<file path="src/rtl/rv32_fetch_pkg.sv">
// rtl/rv32_fetch_pkg.sv - shared widths, defaults and buffer entry type for the RV32 fetch unit
package rv32_fetch_pkg;

   localparam int unsigned INSTR_W          = 32;
   localparam int unsigned XLEN_DEFAULT     = 32;
   localparam int unsigned ILEN_BYTES       = 4;
   localparam logic [31:0] RESET_PC_DEFAULT = 32'h0000_0000;

   typedef struct packed {
      logic [XLEN_DEFAULT-1:0] pc;
      logic [INSTR_W-1:0]      instr;
   } fetch_entry_t;

endpackage

</file>
<file path="src/rtl/fetch_fifo.sv">
// rtl/fetch_fifo.sv - DEPTH-entry synchronous FIFO of fetch entries; flush beats push and pop
module fetch_fifo
   import rv32_fetch_pkg::*;
#(
   parameter int unsigned DEPTH   = 4,
   parameter type         entry_t = fetch_entry_t
) (
   input  logic                     clk_i,
   input  logic                     rst_i,
   input  logic                     flush_i,
   input  logic                     push_i,
   input  entry_t                   push_data_i,
   input  logic                     pop_i,
   output entry_t                   head_o,
   output logic                     full_o,
   output logic                     empty_o,
   output logic [$clog2(DEPTH):0]   count_o
);

   localparam int unsigned AW = $clog2(DEPTH);
   typedef logic [AW:0] cnt_t;

   entry_t        mem_q [DEPTH];
   logic [AW-1:0] wr_ptr_q;
   logic [AW-1:0] rd_ptr_q;
   cnt_t          count_q;
   logic          do_push;
   logic          do_pop;

   assign do_push = push_i && !flush_i;
   assign do_pop  = pop_i && !flush_i && (count_q != '0);

   always_ff @(posedge clk_i or posedge rst_i) begin
      if (rst_i) begin
         wr_ptr_q <= '0;
         rd_ptr_q <= '0;
         count_q  <= '0;
      end else if (flush_i) begin
         wr_ptr_q <= '0;
         rd_ptr_q <= '0;
         count_q  <= '0;
      end else begin
         if (do_push) wr_ptr_q <= wr_ptr_q + 1'b1;
         if (do_pop)  rd_ptr_q <= rd_ptr_q + 1'b1;
         count_q <= count_q + cnt_t'(do_push) - cnt_t'(do_pop);
      end
   end

   // Storage carries no reset; the read side is qualified by empty_o.
   always_ff @(posedge clk_i) begin
      if (do_push) mem_q[wr_ptr_q] <= push_data_i;
   end

   assign head_o  = mem_q[rd_ptr_q];
   assign full_o  = (count_q == cnt_t'(DEPTH));
   assign empty_o = (count_q == '0);
   assign count_o = count_q;

endmodule

</file>
<file path="src/rtl/fetch_prefetch.sv">
// rtl/fetch_prefetch.sv - RV32 fetch unit with in-order prefetch buffer and redirect flush
// Optional stall counter port built when FETCH_PERF_EN is defined.
module fetch_prefetch
   import rv32_fetch_pkg::*;
#(
   parameter int unsigned     XLEN     = 32,
   parameter int unsigned     DEPTH    = 4,
   parameter logic [XLEN-1:0] RESET_PC = XLEN'(RESET_PC_DEFAULT)
) (
   input  logic                 clk_i,
   input  logic                 rst_i,
   input  logic                 redirect_i,
   input  logic [XLEN-1:0]      redirect_pc_i,
   output logic                 imem_req_o,
   output logic [XLEN-1:0]      imem_addr_o,
   input  logic                 imem_gnt_i,
   input  logic                 imem_rvalid_i,
   input  logic [INSTR_W-1:0]   imem_rdata_i,
   output logic                 instr_valid_o,
   output logic [INSTR_W-1:0]   instr_o,
   output logic [XLEN-1:0]      instr_pc_o,
   input  logic                 instr_ready_i
`ifdef FETCH_PERF_EN
   ,
   output logic [31:0]          fetch_stall_cnt_o
`endif
);

   localparam int unsigned CW = $clog2(DEPTH) + 1;
   typedef logic [CW-1:0] cnt_t;
   typedef logic [CW:0]   sum_t;

   typedef struct packed {
      logic [XLEN-1:0]    pc;
      logic [INSTR_W-1:0] instr;
   } entry_t;

   logic [XLEN-1:0] pc_q;
   logic [XLEN-1:0] rsp_pc_q;
   cnt_t            outstanding_q;
   cnt_t            discard_q;

   cnt_t            fifo_count;
   logic            fifo_full;
   logic            fifo_empty;
   logic            fifo_push;
   logic            fifo_pop;
   entry_t          fifo_head;
   entry_t          push_entry;

   logic            rsp_seen;
   logic            issue_ok;
   logic            accept;
   logic [XLEN-1:0] redirect_base;

   // A response with nothing outstanding is a stray and is ignored outright.
   assign rsp_seen      = imem_rvalid_i && (outstanding_q != '0);
   assign issue_ok      = (sum_t'(fifo_count) + sum_t'(outstanding_q)) < sum_t'(DEPTH);
   assign imem_req_o    = !redirect_i && issue_ok;
   assign imem_addr_o   = pc_q;
   assign accept        = imem_req_o && imem_gnt_i;
   assign redirect_base = redirect_pc_i & ~XLEN'(3);

   assign fifo_push       = rsp_seen && (discard_q == '0) && !redirect_i;
   assign instr_valid_o   = !fifo_empty && !redirect_i;
   assign fifo_pop        = instr_valid_o && instr_ready_i;
   assign push_entry.pc    = rsp_pc_q;
   assign push_entry.instr = imem_rdata_i;

   assign instr_o    = fifo_empty ? '0 : fifo_head.instr;
   assign instr_pc_o = fifo_empty ? RESET_PC : fifo_head.pc;

   always_ff @(posedge clk_i or posedge rst_i) begin
      if (rst_i) begin
         pc_q          <= RESET_PC;
         rsp_pc_q      <= RESET_PC;
         outstanding_q <= '0;
         discard_q     <= '0;
      end else if (redirect_i) begin
         pc_q          <= redirect_base;
         rsp_pc_q      <= redirect_base;
         outstanding_q <= outstanding_q - cnt_t'(rsp_seen);
         discard_q     <= outstanding_q - cnt_t'(rsp_seen);
      end else begin
         if (accept) pc_q <= pc_q + XLEN'(ILEN_BYTES);
         outstanding_q <= outstanding_q + cnt_t'(accept) - cnt_t'(rsp_seen);
         if (rsp_seen) begin
            if (discard_q != '0) discard_q <= discard_q - 1'b1;
            else                 rsp_pc_q  <= rsp_pc_q + XLEN'(ILEN_BYTES);
         end
      end
   end

   fetch_fifo #(
      .DEPTH   (DEPTH),
      .entry_t (entry_t)
   ) u_fifo (
      .clk_i       (clk_i),
      .rst_i       (rst_i),
      .flush_i     (redirect_i),
      .push_i      (fifo_push),
      .push_data_i (push_entry),
      .pop_i       (fifo_pop),
      .head_o      (fifo_head),
      .full_o      (fifo_full),
      .empty_o     (fifo_empty),
      .count_o     (fifo_count)
   );

   // The credit rule on imem_req_o must make this unreachable.
   assert property (@(posedge clk_i) disable iff (rst_i) !(fifo_push && fifo_full));

`ifdef FETCH_PERF_EN
   always_ff @(posedge clk_i or posedge rst_i) begin
      if (rst_i) begin
         fetch_stall_cnt_o <= '0;
      end else if (instr_ready_i && !instr_valid_o && !redirect_i &&
                   (fetch_stall_cnt_o != 32'hFFFF_FFFF)) begin
         fetch_stall_cnt_o <= fetch_stall_cnt_o + 32'd1;
      end
   end
`endif

endmodule
</file>
<file path="config.mk">
export PLATFORM = sky130hd
export DESIGN_NAME = fetch_prefetch
export DESIGN_NICKNAME = d
export VERILOG_FILES = /design/src/rtl/rv32_fetch_pkg.sv /design/src/rtl/fetch_fifo.sv /design/src/rtl/fetch_prefetch.sv
export SDC_FILE = /design/constraint.sdc
export NUM_CORES = 1
export LEC_CHECK = 0
export CORE_MARGIN = 3
export CORE_UTILIZATION = 25
export DETAILED_ROUTE_END_ITERATION = 16
export HOLD_SLACK_MARGIN = 0.05
export SLEW_MARGIN = 20
export SYNTH_ARGS = -nofsm -noshare
export SYNTH_HDL_FRONTEND = slang
export SYNTH_SLANG_ARGS = --single-unit
export TNS_END_PERCENT = 50
</file>
<file path="constraint.sdc">
create_clock -name clk_i -period 5.79 [get_ports clk_i]
set_input_delay 1.4475 -clock clk_i [delete_from_list [all_inputs] [get_ports clk_i]]
set_output_delay 1.4475 -clock clk_i [all_outputs]
set_load 0.05 [all_outputs]
</file>
==> flow_summary.toml <==
[critical_path]
crit_chain = "buf_4 -> mux4_2 -> and2_1 -> clkdlybuf4s50_1"
worstPathBufferInverterCount = 2
startpoint_of_the_lowest_slack_register_to_register_path = "outstanding_q[2]$_DFF_PP0_"
cp_top_family = "buffers and inverters"
worstSetupEndpointType = "output pin"
cp-start-kind = "register"
slowest_stage = "sky130_fd_sc_hd__dfrtp_4"
worstSetupPathType = "register to output pin"
cp_max_fo = 29
startpoint_of_the_most_critical_setup_path = "u_fifo.rd_ptr_q[0]$_DFFE_PP0P_"
timing.critical_path.required_ns = 4.34
data_arrival_time_at_the_worst_slack_endpoint_ns = 3.24
slowest_delay_ns = 0.83

[grt]
grt_max_degree = 58
global_route.overflow_total = 0
via_count_of_the_first_global_routing_pass = 8064
grt_antenna_before_repair = 0
grt_first_pass_wirelength_um = 48500
grt_usage_pct = 11.2

[sta]
clock.fmax_ghz = 0.213
endpoints_failing_hold = 0
slew_of_the_pin_with_the_lowest_slew_margin_ns = 0.859
finalSetupViolations = 0
grt_setup_unrepaired = "false"
worst_slew_margin_rel_pct = 42.7
fin_skew_ns = 0.0130
finalCritPeriodShare_pct = 81.0
finalMaxSlewViolations = 0
finalSetupTns_ns = 0
crit_path_time_final_ns = 4.69

[floorplanning]
initial_cell_density_of_the_core_pct = 25.4
die_w_um = 240
chipHeight_um = 240
design.core.area_um2 = 54000
die-area_um2 = 57700
io_pins = 168
placementRows = 85

[yosys]
synth-warning-count = 0
number_of_instances_in_the_synthesized_netlist = 823
synth_seq_cells = 321
synth-async-reset-ratio_pct = 22.7
synthesis.area_per_instance_um2 = 16.6
post_synth_instance_area_um2 = 13700
ys_seq_area_share_pct = 67.7
post_synth_edffs = 248
synth.distinct_cells = 47
ys.flop_type = "sky130_fd_sc_hd__edfxtp_1"

[pwr]
power-per-cell-area_nw_per_um2 = 445
pwr-share-clk_pct = 31.2
share_comb_of_total_power_pct = 32.1
netSwitchingFraction_pct = 33.9
seqPwrFrac_pct = 36.7
leakage_nw = 5.85
ir_drop_mv = 0.211
p_int_mw = 5.15
switchingPower_mw = 2.64
total_design_power_mw = 7.78

[route]
route.detailed.vias_per_inst = 4.41
drt_drc_violations_left = 0
drt_first_iter_violations = 343
route.vias.total = 7615
routed_wirelength_um = 32000
residual_antenna_violating_net_count_after_detailed_routing = 0
drt_pass1_iterations = 5
post_drt_wl_per_cell_um = 18.5

[layout]
area_delta_synth_final_pct = 27.6
layout.cells.most_common = "sky130_fd_sc_hd__edfxtp_1"
fraction_of_layout_cells_with_a_size_suffix_above_1_pct = 18.2
final_net_count = 1089
commonest_non_fill_non_tap_cells_in_the_layout = "248 x sky130_fd_sc_hd__edfxtp_1, 159 x sky130_fd_sc_hd__clkdlybuf4s50_1, 71 x sky130_fd_sc_hd__dfrtp_1"

[cts]
total_clock_buffers_created_by_cts = 38
clk_pin_slew_ns = 0.06
tritoncts = "yes"
post-cts-setup-buffer-count = 0
clock-root-buffer = "sky130_fd_sc_hd__clkbuf_16"
h_tree_levels = 2
cts.path.max_buffers = 3
cts.sink_count = 321
clk_latency_ns = 0.54
cts-resized-gates = 0
cts_hold_repair.buffers = 0

[worst_hold_path]
timing.hold.worst.class = "register to register"
timing.hold.worst.start = "rsp_pc_q[8]$_DFFE_PP0P_"

[placement]
routabilityCongestion = 0.776
dpl.hpwl_um = 21000
numPortBuffers = 161

[job]
drv.max_cap_violation_count = 0

[outcome]
run_status = "complete, no violations"
## power by group through the flow
stage / Combinational, mW / Sequential, mW / Clock, mW
2_1_floorplan: 1.68 / 2.89 / 0
5_1_grt: 2.67 / 2.89 / 2.62
3_3_place_gp: 2.54 / 2.90 / 0
4_1_cts: 2.56 / 2.87 / 2.52
6_report: 2.49 / 2.86 / 2.43
3_5_place_dp: 2.55 / 2.91 / 0
## synthesized netlist by cell type (2+ instances only)
cell type / n / area, um^2
sky130_fd_sc_hd__a21oi_1: 11 / 55.1
sky130_fd_sc_hd__or4_4: 2 / 22.5
sky130_fd_sc_hd__buf_2: 6 / 30.0
sky130_fd_sc_hd__nor4_4: 2 / 42.5
sky130_fd_sc_hd__nand4_1: 20 / 125
sky130_fd_sc_hd__and2_1: 72 / 450
sky130_fd_sc_hd__dfrtp_1: 73 / 1830
sky130_fd_sc_hd__edfxtp_1: 248 / 7450
sky130_fd_sc_hd__mux4_2: 62 / 1400
sky130_fd_sc_hd__or2_2: 2 / 12.5
sky130_fd_sc_hd__nand2_1: 22 / 82.6
sky130_fd_sc_hd__a31oi_1: 2 / 12.5
sky130_fd_sc_hd__and4_1: 12 / 105
sky130_fd_sc_hd__o31a_1: 3 / 26.3
sky130_fd_sc_hd__a21boi_0: 9 / 67.6
sky130_fd_sc_hd__fa_1: 2 / 40.0
sky130_fd_sc_hd__or3_1: 3 / 18.8
sky130_fd_sc_hd__o21ai_0: 9 / 45.0
sky130_fd_sc_hd__nand2b_1: 9 / 56.3
sky130_fd_sc_hd__ha_1: 16 / 200
sky130_fd_sc_hd__clkbuf_1: 30 / 113
sky130_fd_sc_hd__nand3_1: 27 / 135
sky130_fd_sc_hd__nor3_1: 8 / 40.0
sky130_fd_sc_hd__buf_4: 4 / 30.0
sky130_fd_sc_hd__nor3_2: 3 / 30.0
sky130_fd_sc_hd__mux2i_1: 3 / 30.0
sky130_fd_sc_hd__inv_1: 16 / 60.1
sky130_fd_sc_hd__o21a_1: 4 / 30.0
sky130_fd_sc_hd__nor2_1: 22 / 82.6
sky130_fd_sc_hd__xnor2_1: 32 / 280
sky130_fd_sc_hd__and3_1: 14 / 87.6
sky130_fd_sc_hd__mux2_2: 32 / 360
sky130_fd_sc_hd__xor2_1: 29 / 254
## area by class of cell
cell class | count | area (um^2)
Antenna cell | 2 | 5.00
Clock buffer | 50 | 1060
Clock inverter | 19 | 225
Fill cell | 5259 | 36500
Inverter | 17 | 63.8
Multi-Input combinational cell | 446 | 4200
Sequential cell | 321 | 9280
Tap cell | 696 | 871
Timing Repair Buffer | 177 | 1780
## registers in the layout, indices dropped and copies added (netlist names)
signal / count
u_fifo.wr_ptr_q: 2
outstanding_q: 3
u_fifo.count_o: 3
u_fifo.mem_q: 248
u_fifo.rd_ptr_q: 2
imem_addr_o: 30
rsp_pc_q: 30
discard_q: 3
## layer usage
metal | GRT usage [%] | vias up | share of wire, %
met4 | 3.77 | 0 | 2.3
li1 | - | 3515 | -
met2 | 17.7 | 180 | 46
met3 | 2.60 | 46 | 5.0
met1 | 15.2 | 3874 | 47
met5 | 0 | - | 0
## logic make-up (layout without fill, tap and decap cells)
kind of cell,count (synthesis),after routing,synth area share (%)
flops,321,321,67.7
xor+xnor,61,61,3.90
buf+inv,59,263,1.84
fa+ha+maj,18,18,1.75
mux,97,97,13.0
simple gates,224,224,9.80
compound gates,42,42,1.96
other cells,1,6,0.0274
## path summary, 6_finish.rpt
kind	endpoint	slack (ns)	depth (start not counted)
max	instr_o[26]	1.10	4
min	u_fifo.mem_q[1][40]$_DFFE_PP_	0.56	0
max reg2reg	outstanding_q[2]$_DFF_PP0_	2.57	11
min reg2reg	u_fifo.mem_q[1][40]$_DFFE_PP_	0.56	0
max in group asynchronous	rsp_pc_q[28]$_DFFE_PP0P_	3.48	3
min in group asynchronous	discard_q[0]$_DFFE_PP0P_	1.23	2
## per-stage QoR
step	cells	util [%]	setup slack, ns	area (um^2)	hold slack, ns
finish	1728	32.4	1.10	17500	0.563
global route	1726	32.3	0.875	17500	0.603
CTS	1726	32.3	0.948	17500	0.567
detailed placement	1657	30.0	1.47	16200	0.548
global placement	1657	30.0	1.56	16200	0.538
floorplan	826	-	1.62	13700	0.498
No activity file was read; power rests on OpenSTA's default activity.
==> edit (same settings) <==
Change the package constant `INSTR_W` from 32 to 16.
--- a/src/rtl/rv32_fetch_pkg.sv
+++ b/src/rtl/rv32_fetch_pkg.sv
@@ -3,3 +3,3 @@
 
-   localparam int unsigned INSTR_W          = 32;
+   localparam int unsigned INSTR_W          = 16;
    localparam int unsigned XLEN_DEFAULT     = 32;
Interface: changed (resized imem_rdata_i and instr_o); port bits go from 168 to 136. The function was not compared with the original's and may differ.
==> edit against the unedited design <==
Cell area decreased by 19%; via count decreased by 14%; worst setup slack improved by 56 ps; routed wire length decreased by 18%; sequential share of layout area decreased by 0.80 points; sequential cell count decreased by 64; power decreased by 25%; area after synthesis decreased by 18%; combinational power decreased by 22%; worst hold slack got worse by 30 ps; critical path type unchanged; largest power group unchanged.
==> edit: results (changes against the unedited design) <==
stage	metric	value	unit	change
grt	grt_max_degree	52		-10%
cts	cts-root-buf	clkbuf_16		
drt	wl_per_cell	17.8	um	-4.1%
cts	insertion_delay	510	ps	-30 ps
worst_setup_path	r2r-start	discard_q[0]$_DFFE_PP0P_		
worst_setup_path	crit_arrival	3190	ps	-50 ps
grt	grt_pass1_wl	39900	um	-18%
yosys	yosys_warnings	0		unchanged
placed_design	placed_area	13300	um2	-18%
cts	htreeDepth	1		-1
cts	path_clk_slew	60	ps	about the same
yosys	netlist_top_cells_count	edfxtp_1 (184), dfrtp_1 (73), and2_1 (48)		
yosys	synth_edf_count	184		-26%
drt	routed.top_layer	met4		
drt	met3_length	1450	um	-9.9%
worst_setup_path	rrSetupSlack	2820	ps	+250 ps
yosys	synthArstFlopShare	28.4	%	+5.7 points
min_path	min_to	u_fifo.mem_q[0][32]$_DFFE_PP_		
grt	track_usage	10.8	%	-0.39 points
final_layout	drive_above_1_share	15.6	%	-2.5 points
placed_design	hpwl	17700	um	-16%
min_path	hp-start	rsp_pc_q[16]$_DFFE_PP0P_		
power_and_ir_drop	power.leakage	0.00480	uW	-18%
cts	clockBufferDepth	3		unchanged
placed_design	io_buffers	129		-20%
final_layout	nets	939		-14%
drt	wl_met1	13000	um	-13%
drt	via_count	6524		-14%
cts	post_cts_buffers	0		unchanged
run_status	outcome	complete, no violations		
worst_setup_path	reg2reg_depth	6		-5
yosys	synth.distinct_cells	47		unchanged
min_path	hold_depth	0		unchanged
cts	cts_buffers	24		-37%
grt	antenna_found_initial	0		unchanged
yosys	synth-seq-area-share	65.4	%	-2.3 points
worst_setup_path	cp_max_fo	36		+24%
final_layout	top_register	u_fifo.mem_q		
final_layout	antennaDiodeCount	0		-2
placed_design	pre_cts_slack	1620	ps	+155 ps
worst_setup_path	crit_start	u_fifo.rd_ptr_q[0]$_DFFE_PP0P_		
final_layout	largest_register_ffs	184		-26%
final_layout	fill_cells	4408		-16%
yosys	synthTopCellsByArea	edfxtp_1 (49%), dfrtp_1 (16%), mux4_2 (9.2%)		
sta	fin_skew	11.0	ps	-1.93 ps
placed_design	gp_congestion	0.788		+1.4%
drt	route.met2.wl	11300	um	-23%
drt	drtIter0Drc	494		+44%
cts	cts_resized	0		unchanged
min_path	min_path_type	flip-flop to flip-flop		
sta	worstMarginPinSlew	978	ps	+119 ps
power_and_ir_drop	vdd_drop_max	0.260	mV	+23%
worst_setup_path	reg2reg_to	u_fifo.mem_q[2][8]$_DFFE_PP_		
drt	drt_first_pass_iters	5		unchanged
edit: cell types whose count changed in the layout (fill, tap and decap cells not counted), moves of 9 or more:
| cell | change |
|---|---|
| nor4_1 | +12 |
| edfxtp_1 | -64 |
| and2_1 | -20 |
| clkbuf_16 | -16 |
| clkdlybuf4s50_1 | -32 |
| inv_1 | +9 |
| mux4_2 | -16 |
| xnor2_1 | -11 |
edit: logic make-up (layout without fill, tap and decap cells):
group / after synthesis / count (layout) / synth area share, %
muxes: 76 / 76 / 12.2
and+or+nand+nor: 203 / 203 / 10.2
xor gates and xnor gates: 56 / 56 / 4.36
buffers and inverters: 64 / 216 / 2.38
other: 1 / 4 / 0.0333
AOI/OAI and AO/OA: 54 / 54 / 3.39
DFF: 257 / 257 / 65.4
adders and majority gates: 18 / 18 / 2.14
edit: where the power goes:
group          internal [uW]  switching [uW]
Combinational            776            1180
Sequential              2120             210
Clock                    935             657
edit: worst max-delay path by stage:
stage	endpoint	slack, ps
2_1_floorplan	imem_req_o	1400
3_3_place_gp	instr_pc_o[28]	1610
3_5_place_dp	instr_pc_o[28]	1620
4_1_cts	instr_pc_o[28]	1060
5_1_grt	instr_pc_o[30]	950
6_report	instr_pc_o[21]	1160
edit: critical path: stages, from the launching register on:
cell and delay, ps:
dfrtp_4 910, buf_4 340, mux4_2 510, and2_1 190, clkdlybuf4s50_1 700
edit: metrics by stage:
step | hold slack (ps) | cells | util [%]
final | 533 | 1476 | 31.8
after CTS | 529 | 1476 | 31.8
after floorplan | 476 | 732 | -
after global placement | 497 | 1433 | 30.0
after global routing | 578 | 1476 | 31.8
after detailed placement | 514 | 1433 | 30.0
edit: final cells by class:
| cell class | instances | area share, % |
|---|---|---|
| clock buffers | 32 | 4.70 |
| clock inverters | 11 | 0.907 |
| inverters | 26 | 0.694 |
| multi-input cells | 411 | 26.0 |
| flip-flops and latches | 257 | 52.3 |
| well taps | 592 | 5.26 |
| repair buffers | 147 | 10.2 |
edit: per-layer routing:
layer  GRT usage, %  vias to the layer above
met5              0                        -
met4           1.98                        0
met3           2.04                       29
met2           16.1                      186
met1           16.5                     3287
li1               -                     3022
